`config.mk`:
```
export PLATFORM = sky130hd
export DESIGN_NAME = store_queue_flat
export DESIGN_NICKNAME = d
export VERILOG_FILES = /design/src/rtl/store_queue_pkg.sv /design/src/rtl/store_queue_if.sv /design/src/rtl/store_queue_age_match.sv /design/src/rtl/store_queue.sv /design/src/flat_wrapper.sv
export SDC_FILE = /design/constraint.sdc
export NUM_CORES = 2
export LEC_CHECK = 0
export BUFFER_PORTS_ARGS = -buffer_cell sky130_fd_sc_hd__buf_4
export CORE_ASPECT_RATIO = 0.6
export CORE_UTILIZATION = 40
export CTS_CLUSTER_DIAMETER = 60
export DETAILED_ROUTE_END_ITERATION = 8
export GPL_TIMING_DRIVEN = 1
export SLEW_MARGIN = 40
export SYNTH_ARGS = -nofsm -noshare
export SYNTH_HDL_FRONTEND = slang
export SYNTH_SLANG_ARGS = --single-unit
```
`constraint.sdc`:
```
create_clock -name clk -period 13.17 [get_ports clk]
set_clock_uncertainty 0.15 [all_clocks]
set_input_delay 0.6585 -clock clk [delete_from_list [all_inputs] [get_ports clk]]
set_output_delay 0.6585 -clock clk [all_outputs]
set_load 0.01 [all_outputs]
```
`src/rtl/store_queue_pkg.sv`:
```
// rtl/store_queue_pkg.sv - shared widths, store entry type and opcode helper for the store queue
package store_queue_pkg;

  localparam int SQ_DEPTH  = 8;
  localparam int SQ_DATA_W = 32;
  localparam int RSV_ID_W  = 5;
  localparam int INSTR_W   = 6;

  localparam logic [INSTR_W-1:0] OP_SB = 6'h28;
  localparam logic [INSTR_W-1:0] OP_SH = 6'h29;
  localparam logic [INSTR_W-1:0] OP_SW = 6'h2B;

  typedef struct packed {
    logic                 valid;
    logic [RSV_ID_W-1:0]  id;
    logic [INSTR_W-1:0]   op;
    logic [SQ_DATA_W-1:0] data;
    logic                 data_rdy;
    logic [RSV_ID_W-1:0]  data_tag;
    logic [SQ_DATA_W-1:0] addr;
    logic                 addr_rdy;
    logic                 committed;
  } sq_entry_t;

  function automatic logic is_store(input logic [INSTR_W-1:0] op);
    return (op == OP_SB) || (op == OP_SH) || (op == OP_SW);
  endfunction

endpackage

```
`src/rtl/store_queue_if.sv`:
```
// rtl/store_queue_if.sv - dispatch, address, CDB, commit, load-query and drain signals of the store queue
interface store_queue_if #(
  parameter int DEPTH  = store_queue_pkg::SQ_DEPTH,
  parameter int DATA_W = store_queue_pkg::SQ_DATA_W,
  parameter int ID_W   = store_queue_pkg::RSV_ID_W,
  parameter int OP_W   = store_queue_pkg::INSTR_W
);
  localparam int PTR_W = $clog2(DEPTH);
  localparam int CDB_W = ID_W + DATA_W;

  logic              alloc_valid;
  logic              alloc_ready;
  logic [ID_W-1:0]   alloc_id;
  logic [OP_W-1:0]   alloc_op;
  logic [DATA_W-1:0] alloc_data;
  logic              alloc_data_rdy;
  logic [ID_W-1:0]   alloc_data_tag;
  logic [PTR_W:0]    alloc_pos;
  logic              addr_valid;
  logic [ID_W-1:0]   addr_id;
  logic [DATA_W-1:0] addr_value;
  logic              cdb_valid;
  logic [CDB_W-1:0]  cdb;
  logic              commit_valid;
  logic [ID_W-1:0]   commit_id;
  logic              ld_valid;
  logic [DATA_W-1:0] ld_addr;
  logic [PTR_W:0]    ld_pos;
  logic              ld_fwd;
  logic [DATA_W-1:0] ld_fwd_data;
  logic              ld_stall;
  logic              ld_miss;
  logic              drain_valid;
  logic [ID_W-1:0]   drain_id;
  logic [OP_W-1:0]   drain_op;
  logic [DATA_W-1:0] drain_addr;
  logic [DATA_W-1:0] drain_data;
  logic              drain_ready;

  modport master (
    output alloc_valid, alloc_id, alloc_op, alloc_data, alloc_data_rdy, alloc_data_tag,
           addr_valid, addr_id, addr_value, cdb_valid, cdb, commit_valid, commit_id,
           ld_valid, ld_addr, ld_pos, drain_ready,
    input  alloc_ready, alloc_pos, ld_fwd, ld_fwd_data, ld_stall, ld_miss,
           drain_valid, drain_id, drain_op, drain_addr, drain_data
  );

  modport slave (
    input  alloc_valid, alloc_id, alloc_op, alloc_data, alloc_data_rdy, alloc_data_tag,
           addr_valid, addr_id, addr_value, cdb_valid, cdb, commit_valid, commit_id,
           ld_valid, ld_addr, ld_pos, drain_ready,
    output alloc_ready, alloc_pos, ld_fwd, ld_fwd_data, ld_stall, ld_miss,
           drain_valid, drain_id, drain_op, drain_addr, drain_data
  );

endinterface

```
`src/rtl/store_queue_age_match.sv`:
```
// rtl/store_queue_age_match.sv - youngest-older store search for load queries
// Walks from head towards ld_pos; later hits overwrite earlier ones so the youngest match wins.
module store_queue_age_match #(
  parameter  int DEPTH = 8,
  localparam int PTR_W = $clog2(DEPTH)
) (
  input  logic             ld_valid_i,
  input  logic [DEPTH-1:0] valid_i,
  input  logic [DEPTH-1:0] addr_rdy_i,
  input  logic [DEPTH-1:0] data_rdy_i,
  input  logic [DEPTH-1:0] match_i,
  input  logic [PTR_W:0]   head_i,
  input  logic [PTR_W:0]   ld_pos_i,
  output logic [PTR_W-1:0] match_idx_o,
  output logic             fwd_o,
  output logic             stall_o,
  output logic             miss_o
);
  logic [PTR_W:0]   older_cnt;
  logic [PTR_W-1:0] idx;
  logic             hit;
  logic             pending;

  always_comb begin
    older_cnt   = ld_pos_i - head_i;
    idx         = '0;
    hit         = 1'b0;
    pending     = 1'b0;
    match_idx_o = '0;
    for (int k = 0; k < DEPTH; k++) begin
      idx = head_i[PTR_W-1:0] + PTR_W'(k);
      if (((PTR_W+1)'(k) < older_cnt) && valid_i[idx]) begin
        if (!addr_rdy_i[idx]) begin
          pending = 1'b1;
        end else if (match_i[idx]) begin
          hit         = 1'b1;
          match_idx_o = idx;
        end
      end
    end
    fwd_o   = ld_valid_i & !pending & hit & data_rdy_i[match_idx_o];
    stall_o = ld_valid_i & (pending | (hit & !data_rdy_i[match_idx_o]));
    miss_o  = ld_valid_i & !pending & !hit;
  end

endmodule

```
`src/rtl/store_queue.sv`:
```
// rtl/store_queue.sv - in-order store queue with CDB snoop, age-qualified load forwarding and commit drain
// Optional flush of uncommitted entries: STORE_QUEUE_FLUSH_EN
module store_queue
  import store_queue_pkg::*;
#(
  parameter int DEPTH  = SQ_DEPTH,
  parameter int DATA_W = SQ_DATA_W,
  parameter int ID_W   = RSV_ID_W,
  parameter int OP_W   = INSTR_W
) (
  input logic          clk,
  input logic          nrst,
`ifdef STORE_QUEUE_FLUSH_EN
  input logic          flush,
`endif
  store_queue_if.slave sq
);
  localparam int PTR_W = $clog2(DEPTH);
  localparam int CDB_W = ID_W + DATA_W;

  typedef struct packed {
    logic              valid;
    logic [ID_W-1:0]   id;
    logic [OP_W-1:0]   op;
    logic [DATA_W-1:0] data;
    logic              data_rdy;
    logic [ID_W-1:0]   data_tag;
    logic [DATA_W-1:0] addr;
    logic              addr_rdy;
    logic              committed;
  } entry_t;

  entry_t            ent_q [DEPTH];
  entry_t            ent_d [DEPTH];
  entry_t            head_e;
  logic [PTR_W:0]    head_q, head_d, tail_q, tail_d;
  logic              full, push, pop, drain_ok, cdb_at_alloc;
  logic [ID_W-1:0]   cdb_tag;
  logic [DATA_W-1:0] cdb_data;
  logic [DEPTH-1:0]  valid_vec, addr_rdy_vec, data_rdy_vec, match_vec;
  logic [PTR_W-1:0]  match_idx;
  logic              ld_fwd;
`ifdef STORE_QUEUE_FLUSH_EN
  logic [PTR_W:0]    keep_cnt;
  logic              keep_run;
  logic [PTR_W-1:0]  fidx;
`endif

  assign cdb_tag      = sq.cdb[CDB_W-1:DATA_W];
  assign cdb_data     = sq.cdb[DATA_W-1:0];
  assign full         = (head_q[PTR_W] != tail_q[PTR_W]) && (head_q[PTR_W-1:0] == tail_q[PTR_W-1:0]);
  assign head_e       = ent_q[head_q[PTR_W-1:0]];
  assign drain_ok     = head_e.valid & head_e.committed & head_e.addr_rdy & head_e.data_rdy;
  assign pop          = drain_ok & sq.drain_ready;
  assign cdb_at_alloc = sq.cdb_valid && !sq.alloc_data_rdy && (cdb_tag == sq.alloc_data_tag);
`ifdef STORE_QUEUE_FLUSH_EN
  assign push = sq.alloc_valid & !full & !flush;
`else
  assign push = sq.alloc_valid & !full;
`endif

  assign sq.alloc_ready = !full;
  assign sq.alloc_pos   = tail_q;
  assign sq.drain_valid = drain_ok;
  assign sq.drain_id    = head_e.id;
  assign sq.drain_op    = head_e.op;
  assign sq.drain_addr  = head_e.addr;
  assign sq.drain_data  = head_e.data;

  always_comb begin
    ent_d  = ent_q;
    head_d = head_q;
    tail_d = tail_q;
    for (int i = 0; i < DEPTH; i++) begin
      if (ent_q[i].valid) begin
        if (sq.cdb_valid && !ent_q[i].data_rdy && (ent_q[i].data_tag == cdb_tag)) begin
          ent_d[i].data     = cdb_data;
          ent_d[i].data_rdy = 1'b1;
        end
        if (sq.addr_valid && (ent_q[i].id == sq.addr_id)) begin
          ent_d[i].addr     = sq.addr_value;
          ent_d[i].addr_rdy = 1'b1;
        end
        if (sq.commit_valid && (ent_q[i].id == sq.commit_id)) begin
          ent_d[i].committed = 1'b1;
        end
      end
    end
`ifdef STORE_QUEUE_FLUSH_EN
    // Commits retire in order, so surviving entries form a contiguous run from head.
    keep_cnt = '0;
    keep_run = 1'b1;
    fidx     = '0;
    if (flush) begin
      for (int k = 0; k < DEPTH; k++) begin
        fidx = head_q[PTR_W-1:0] + PTR_W'(k);
        if (keep_run && ent_d[fidx].valid && ent_d[fidx].committed) begin
          keep_cnt = keep_cnt + 1'b1;
        end else begin
          keep_run = 1'b0;
        end
      end
      for (int i = 0; i < DEPTH; i++) begin
        if (!ent_d[i].committed) ent_d[i] = '0;
      end
      tail_d = head_q + keep_cnt;
    end
`endif
    if (pop) begin
      ent_d[head_q[PTR_W-1:0]] = '0;
      head_d = head_q + 1'b1;
    end
    if (push) begin
      ent_d[tail_q[PTR_W-1:0]] = '{valid: 1'b1, id: sq.alloc_id, op: sq.alloc_op,
                                   data: cdb_at_alloc ? cdb_data : sq.alloc_data,
                                   data_rdy: sq.alloc_data_rdy | cdb_at_alloc,
                                   data_tag: sq.alloc_data_tag, addr: '0,
                                   addr_rdy: 1'b0, committed: 1'b0};
      tail_d = tail_q + 1'b1;
    end
  end

  always_ff @(posedge clk) begin
    if (nrst) begin
      head_q <= '0;
      tail_q <= '0;
      for (int i = 0; i < DEPTH; i++) ent_q[i] <= '0;
    end else begin
      head_q <= head_d;
      tail_q <= tail_d;
      ent_q  <= ent_d;
    end
  end

  always_comb begin
    valid_vec    = '0;
    addr_rdy_vec = '0;
    data_rdy_vec = '0;
    match_vec    = '0;
    for (int i = 0; i < DEPTH; i++) begin
      valid_vec[i]    = ent_q[i].valid;
      addr_rdy_vec[i] = ent_q[i].addr_rdy;
      data_rdy_vec[i] = ent_q[i].data_rdy;
      match_vec[i]    = (ent_q[i].addr == sq.ld_addr);
    end
  end

  store_queue_age_match #(.DEPTH(DEPTH)) u_age_match (
    .ld_valid_i  (sq.ld_valid),
    .valid_i     (valid_vec),
    .addr_rdy_i  (addr_rdy_vec),
    .data_rdy_i  (data_rdy_vec),
    .match_i     (match_vec),
    .head_i      (head_q),
    .ld_pos_i    (sq.ld_pos),
    .match_idx_o (match_idx),
    .fwd_o       (ld_fwd),
    .stall_o     (sq.ld_stall),
    .miss_o      (sq.ld_miss)
  );

  assign sq.ld_fwd      = ld_fwd;
  assign sq.ld_fwd_data = ld_fwd ? ent_q[match_idx].data : '0;

endmodule

```
`src/flat_wrapper.sv`:
```
// flat-port wrapper written by rule: the top's interface ports become plain ports
module store_queue_flat import store_queue_pkg::*;
#(
  parameter int DEPTH  = SQ_DEPTH,
  parameter int DATA_W = SQ_DATA_W,
  parameter int ID_W   = RSV_ID_W,
  parameter int OP_W   = INSTR_W
)
  (clk, nrst, sq_alloc_valid, sq_alloc_id, sq_alloc_op, sq_alloc_data, sq_alloc_data_rdy, sq_alloc_data_tag, sq_addr_valid, sq_addr_id, sq_addr_value, sq_cdb_valid, sq_cdb, sq_commit_valid, sq_commit_id, sq_ld_valid, sq_ld_addr, sq_ld_pos, sq_drain_ready, sq_alloc_ready, sq_alloc_pos, sq_ld_fwd, sq_ld_fwd_data, sq_ld_stall, sq_ld_miss, sq_drain_valid, sq_drain_id, sq_drain_op, sq_drain_addr, sq_drain_data);
  store_queue_if #(.DEPTH(DEPTH), .DATA_W(DATA_W), .ID_W(ID_W), .OP_W(OP_W)) sq_i ();
  input logic clk;
  input logic nrst;
  input wire logic [$bits(sq_i.alloc_valid)-1:0] sq_alloc_valid;
  input wire logic [$bits(sq_i.alloc_id)-1:0] sq_alloc_id;
  input wire logic [$bits(sq_i.alloc_op)-1:0] sq_alloc_op;
  input wire logic [$bits(sq_i.alloc_data)-1:0] sq_alloc_data;
  input wire logic [$bits(sq_i.alloc_data_rdy)-1:0] sq_alloc_data_rdy;
  input wire logic [$bits(sq_i.alloc_data_tag)-1:0] sq_alloc_data_tag;
  input wire logic [$bits(sq_i.addr_valid)-1:0] sq_addr_valid;
  input wire logic [$bits(sq_i.addr_id)-1:0] sq_addr_id;
  input wire logic [$bits(sq_i.addr_value)-1:0] sq_addr_value;
  input wire logic [$bits(sq_i.cdb_valid)-1:0] sq_cdb_valid;
  input wire logic [$bits(sq_i.cdb)-1:0] sq_cdb;
  input wire logic [$bits(sq_i.commit_valid)-1:0] sq_commit_valid;
  input wire logic [$bits(sq_i.commit_id)-1:0] sq_commit_id;
  input wire logic [$bits(sq_i.ld_valid)-1:0] sq_ld_valid;
  input wire logic [$bits(sq_i.ld_addr)-1:0] sq_ld_addr;
  input wire logic [$bits(sq_i.ld_pos)-1:0] sq_ld_pos;
  input wire logic [$bits(sq_i.drain_ready)-1:0] sq_drain_ready;
  output wire logic [$bits(sq_i.alloc_ready)-1:0] sq_alloc_ready;
  output wire logic [$bits(sq_i.alloc_pos)-1:0] sq_alloc_pos;
  output wire logic [$bits(sq_i.ld_fwd)-1:0] sq_ld_fwd;
  output wire logic [$bits(sq_i.ld_fwd_data)-1:0] sq_ld_fwd_data;
  output wire logic [$bits(sq_i.ld_stall)-1:0] sq_ld_stall;
  output wire logic [$bits(sq_i.ld_miss)-1:0] sq_ld_miss;
  output wire logic [$bits(sq_i.drain_valid)-1:0] sq_drain_valid;
  output wire logic [$bits(sq_i.drain_id)-1:0] sq_drain_id;
  output wire logic [$bits(sq_i.drain_op)-1:0] sq_drain_op;
  output wire logic [$bits(sq_i.drain_addr)-1:0] sq_drain_addr;
  output wire logic [$bits(sq_i.drain_data)-1:0] sq_drain_data;
  assign sq_i.alloc_valid = sq_alloc_valid;
  assign sq_i.alloc_id = sq_alloc_id;
  assign sq_i.alloc_op = sq_alloc_op;
  assign sq_i.alloc_data = sq_alloc_data;
  assign sq_i.alloc_data_rdy = sq_alloc_data_rdy;
  assign sq_i.alloc_data_tag = sq_alloc_data_tag;
  assign sq_i.addr_valid = sq_addr_valid;
  assign sq_i.addr_id = sq_addr_id;
  assign sq_i.addr_value = sq_addr_value;
  assign sq_i.cdb_valid = sq_cdb_valid;
  assign sq_i.cdb = sq_cdb;
  assign sq_i.commit_valid = sq_commit_valid;
  assign sq_i.commit_id = sq_commit_id;
  assign sq_i.ld_valid = sq_ld_valid;
  assign sq_i.ld_addr = sq_ld_addr;
  assign sq_i.ld_pos = sq_ld_pos;
  assign sq_i.drain_ready = sq_drain_ready;
  assign sq_alloc_ready = sq_i.alloc_ready;
  assign sq_alloc_pos = sq_i.alloc_pos;
  assign sq_ld_fwd = sq_i.ld_fwd;
  assign sq_ld_fwd_data = sq_i.ld_fwd_data;
  assign sq_ld_stall = sq_i.ld_stall;
  assign sq_ld_miss = sq_i.ld_miss;
  assign sq_drain_valid = sq_i.drain_valid;
  assign sq_drain_id = sq_i.drain_id;
  assign sq_drain_op = sq_i.drain_op;
  assign sq_drain_addr = sq_i.drain_addr;
  assign sq_drain_data = sq_i.drain_data;
  store_queue #(.DEPTH(DEPTH), .DATA_W(DATA_W), .ID_W(ID_W), .OP_W(OP_W)) u_core (.clk(clk), .nrst(nrst), .sq(sq_i));
endmodule
```
Word level (Yosys, flattened, before mapping):

Index checks and enable logic that the tools add are counted.

* reductions and logical operators: 58
* eq/ne operators: 35
* div/mod/pow operators: 0
* $mul: 0
* muxes and demuxes: 169
* magnitude comparators: 22
* bitwise operators: 18
* shift-type cells: 0
* $add $sub $neg: 10

Operators by type and width (count)
* $mux W672: 2
* $mux W33: 24
* $and A672 B672 Y672: 1
* $bwmux W672: 1
* $not A672 Y672: 1
* $bmux W84 S3: 2
* $demux W84 S3: 2
* $mux W84: 4
* $mux W34: 8
* $eq A32 B32 Y1: 8
* $mux W72: 2
* $eq A5 B5 Y1: 25
* $bmux W1 S3: 25
* $mux W1: 73
* $mux W3: 24
* $mux W32: 2
* $logic_and A1 B1 Y1: 45
* $lt A3 B4 Y1 const B: 9
* $lt A3 B4 Y1 const A: 4
* $logic_not A1 Y1: 13
* $add A3 B3 Y3 const B: 4
* $ge A4 B4 Y1 const B: 3
* $not A3 Y4: 3
* $and A1 B1 Y1: 11
* other kinds (10): 16

* RAM bits: 0
* word-level logic and storage cells: 386
* output and inout bits: 116
* memory bits (read-only): 0
* latch bits: 0
* register bits: 680
* memories kept: 0
* input port bits: 172

Longest topological paths before layout:

* depth after elaboration: 33
* mapped depth: 21
* mapped depth without buffers: 17

Cells and area by module:

From an unflattened synthesis, not the netlist that was laid out.

* cell total of the unflattened synthesis: 3916
* area, all modules: 38009.0 µm²

Modules (own cells, without submodules)
* store_queue: seq. area each 13613.1 µm², instances 1, area each 35950.7 µm², cells each 3662
* store_queue_age_match: seq. area each 0.0 µm², instances 1, area each 2058.2 µm², cells each 254

Least setup slack after synthesis:

No wires, ideal clock.

* kind: reg-to-output
* start: reg u_core.head_q[0]
* end: out sq_ld_fwd_data[22]
* cell stages (with the launch flop): 21
* arrival: 4402 ps
* setup slack: 7959 ps
* path buffers: 5
* required time: 12361 ps
* path through: dfxtp_1 -> buf_4 -> buf_4 -> inv_1 -> clkbuf_1 -> ha_1 -> buf_2 -> mux4_2 -> mux2_2 -> nand2_1 -> a41o_1 -> nand2b_1 -> o22ai_2 -> nand3_1 -> a2111oi_4 -> o32a_1 -> a2111oi_0 -> a41oi_2 -> nand3_4 -> buf_6 -> nor3_1

RTL lines
* start, declared: line store_queue.sv:36 `logic [PTR_W:0] head_q, head_d, tail_q, tail_d;`
* start signal, assigned: line store_queue.sv:125 `head_q <= '0;`
* start signal, assigned: line store_queue.sv:129 `head_q <= head_d;`
* $add A3 B3 Y3 (*): line store_queue_age_match.sv:31 `idx = head_i[PTR_W-1:0] + PTR_W'(k);`
* net u_core.u_age_match.idx[0]: line store_queue_age_match.sv:20 `logic [PTR_W-1:0] idx;`
* $bmux W1 S3: line store_queue_age_match.sv:35 `end else if (match_i[idx]) begin`
* $mux W1 (not written as such): line store_queue_age_match.sv:35
* $mux W3: line store_queue_age_match.sv:35
* $mux W3: line store_queue_age_match.sv:33 `if (!addr_rdy_i[idx]) begin`
* $mux W3: line store_queue_age_match.sv:32 `if (((PTR_W+1)'(k) < older_cnt) && valid_i[idx]) begin`
* $not A3 Y4 (not written as such): line store_queue.sv:163 `assign sq.ld_fwd_data = ld_fwd ? ent_q[match_idx].data : '0;`
* $bmux W84 S3: line store_queue.sv:163
* $mux W72 (not written as such) (2 in series): line store_queue.sv:163
* $mux W32 (*): line store_queue.sv:163
* end, declared: line flat_wrapper.sv:33 `output wire logic [$bits(sq_i.ld_fwd_data)-1:0] sq_ld_fwd_data;`

The timed path passes the listed nets; every way through them passes the cells marked *. The select of a mux whose other input is x is not followed.

Worst setup path after layout:

* start: reg u_core.head_q[1]
* end: out sq_ld_fwd_data[26]

* longest elaborated chain between the ends: 31

Ends and longest elaborated chain (line)
* parallel branches: the longest is 30 deep, another holds $sub A4 B4 Y4
* $mux W32 (*): store_queue.sv:163

Mark *: on every way between the ends. The select of a mux whose other input is x is not followed.

==> flow_summary.json <==
{
  "outcome": "complete, no violations",
  "cts_max_level": 3,
  "netlist.area_leader.share_pct": 35.4,
  "postCtsHoldBufs": 0,
  "grt_usage_pct": 31.5,
  "remaining_drc_errors": 0,
  "vias_per_cell": 6.25,
  "slew-limit-headroom_pct": 35.1,
  "worstSetupPathType": "flop to primary output",
  "ant_nets": 0,
  "ys_seq_area_share_pct": 35.4,
  "wl_per_cell_um": 28.8,
  "drt_iter0_drc": 4755,
  "grt_max_degree": 90,
  "pin_count": 288,
  "ys_ff_latch": 680,
  "dp_slack_ns": 5.55,
  "area_growth_pct": 13.5,
  "setup_tns_ns": 0,
  "fmaxAchievable_ghz": 0.116,
  "min_path_type": "primary input to flop",
  "final_nets": 4395,
  "drive_above_1_share_pct": 16.8,
  "crit_arrival_ns": 7.84,
  "coreArea_um2": 94600,
  "final_cell_area_um2": 43600,
  "grt-ovfl-total": 0,
  "rsz0062_at_grt": "false",
  "crit_path_cell_trace": "inv_1, ha_1, nor2b_1, o21a_1, o21ai_1, nand2_1, o311ai_0, o22ai_1, nand2b_1, a31oi_1, o32ai_4, buf_4, or4_1, and4_4, nand3_4, nor3_1, buf_4",
  "die_h_um": 242,
  "clk_latency_ns": 0.66,
  "dr.pass1.iters": 6,
  "cp.required_ns": 12.36,
  "fp.dieW_um": 402,
  "ys_async_sr_fraction_pct": 0,
  "cts_setup_buffers": 0,
  "numPortBuffers": 287,
  "placedCellCount": 5384,
  "path_clk_slew_ns": 0.07,
  "cp_top_family": "simple AND/OR/NAND/NOR gates",
  "syn_area_um2": 38400,
  "routed_wl_mm": 159,
  "critPathMaxStageDelay_ns": 0.83,
  "slowest_stage": "dfxtp_4",
  "cts_sinks": 680,
  "worst_path_most_repeated_cell": "buf_4",
  "grt_pass1_wl_mm": 229,
  "tightestPinTransition_ns": 0.965,
  "vdd_drop_max_mv": 0.0847,
  "num_vias": 34400,
  "clockRootBuffer": "clkbuf_16",
  "cts_made_buffers": 72,
  "clk_path_buf_depth": 3,
  "start_util_pct": 40.6,
  "drv_cap": 0,
  "worst_hold_slack_ns": 0.0807,
  "hold_violations": 0,
  "synth_ff_type": "dfxtp_1",
  "hpwlAfterDp_mm": 101,
  "maxSlewViolCount": 0,
  "period_needed_ns": 8.65,
  "cp-end-kind": "primary output",
  "antenna_found_initial": 5,
  "syn-num-nets": 4376,
  "finalCritPeriodShare_pct": 65.7,
  "totalPowerFinal_mw": 4.61,
  "setup_viol": 0,
  "dieArea_um2": 97400,
  "finalNonFillerCells": 5512,
  "fill_cells": 8981,
  "cp_max_fo": 69,
  "ys_types": 77,
  "post-route-util_pct": 46.1,
  "grt_pass1_vias": 31500,
  "yosys_warnings": 0,
  "synth_cells": 4193,
  "yosysTopAreaCell": "dfxtp_1",
  "p_leak_nw": 20.5,
  "placed_cell_area_um2": 41300,
  "synth_area_leaders": "dfxtp_1 35%, mux2i_1 14%, mux4_2 9.7%",
  "fp-row-count": 87,
  "cts_resized": 0,
  "start_kind": "flop",
  "syn_avg_cell_area_um2": 9.17,
  "fin_ws_ns": 4.52,
  "cts_tree": "done",
  "power.density_nw_per_um2": 106,
  "cp.buffers_inverters": 3,
  "synth-edff-count": 0,
  "gp_congestion": 1.04
}
==> placed cells by master, fill, tap and decap left out, types with 5 or more instances in the layout <==
cell type    n
nand3_1     10
a31oi_1      8
buf_4      345
or2_2       23
nand4_1     31
xor2_1     359
a21oi_1     26
clkbuf_8    15
nor2b_1     31
clkinv_2    10
or4_1        6
nand2_1    666
nor4_1      85
buf_6        5
ha_1        10
mux4_2     166
and3_1       7
or3_1        5
nor2_1     396
nor3_1      62
dfxtp_1    677
a41oi_1     10
clkbuf_1    16
and2_1      10
xnor2_1     35
nand2b_1    14
nor4_2      10
o22ai_1    237
o22a_1      93
clkbuf_16   75
a22o_1     128
mux2i_1    543
nor3b_1      5
inv_1       20
==> cells by family after synthesis <==
group | synth area share [%]
buf+inv | 4.51
simple gates | 15.7
fa+ha+maj | 0.377
xor+xnor | 9.08
flops | 35.4
mux | 24.0
compound gates | 10.9
==> layout make-up <==
type | instances | area [µm²] | area share, %
Multi-Input combinational cell | 3082 | 23400 | 53.5
Tap cell | 1246 | 1560 | 3.57
Antenna cell | 3 | 7.51 | 0.0172
Sequential cell | 680 | 13600 | 31.2
Clock inverter | 19 | 130 | 0.298
Clock buffer | 106 | 2140 | 4.91
Inverter | 22 | 85.1 | 0.195
Timing Repair Buffer | 354 | 2740 | 6.28
==> cell usage after synthesis (all sizes together) (35+ instances only) <==
cell and n:
a22o 128, buf 176, clkbuf 233, dfxtp 680, mux2i 547, mux4 166
nand2 667, nor2 402, nor3 67, nor4 95, o22a 93, o22ai 238
xnor2 35, xor2 362
==> where the power goes <==
part	internal, mW	switching (mW)
Clock	1.13	0.927
Combinational	0.152	0.301
Sequential	2.08	0.0241
==> routing by layer <==
layer | share of wire, % | GRT usage, % | vias to the layer above | routed length [µm]
met5 | 0.0057 | 0 | - | 9
met4 | 2.4 | 8.46 | 2 | 3860
met3 | 14 | 12.1 | 255 | 22600
met2 | 40 | 41.9 | 2262 | 63000
met1 | 44 | 46.4 | 17000 | 69400
li1 | - | - | 14900 | -
==> final timing paths <==
check / startpoint / endpoint / slack [ns] / cells past startpoint
setup / recovery: u_core.head_q[1]$_SDFFE_PP0P_ / sq_ld_fwd_data[26] / 4.52 / 17
hold / removal: sq_alloc_id[1] / u_core.ent_q[415]$_SDFF_PP0_ / 0.08 / 2
setup reg to reg: u_core.head_q[1]$_SDFFE_PP0P_ / u_core.ent_q[480]$_SDFF_PP0_ / 7.42 / 13
hold reg to reg: u_core.ent_q[664]$_SDFF_PP0_ / u_core.ent_q[664]$_SDFF_PP0_ / 0.32 / 1
==> sequential cells by signal, indices dropped and copies added, names as in the netlist <==
| name | cells |
|---|---|
| u_core.addr_rdy_vec | 8 |
| u_core.data_rdy_vec | 8 |
| u_core.ent_q | 656 |
| u_core.head_q | 4 |
| u_core.sq.alloc_pos | 4 |
(Power assumes the default switching activity.)
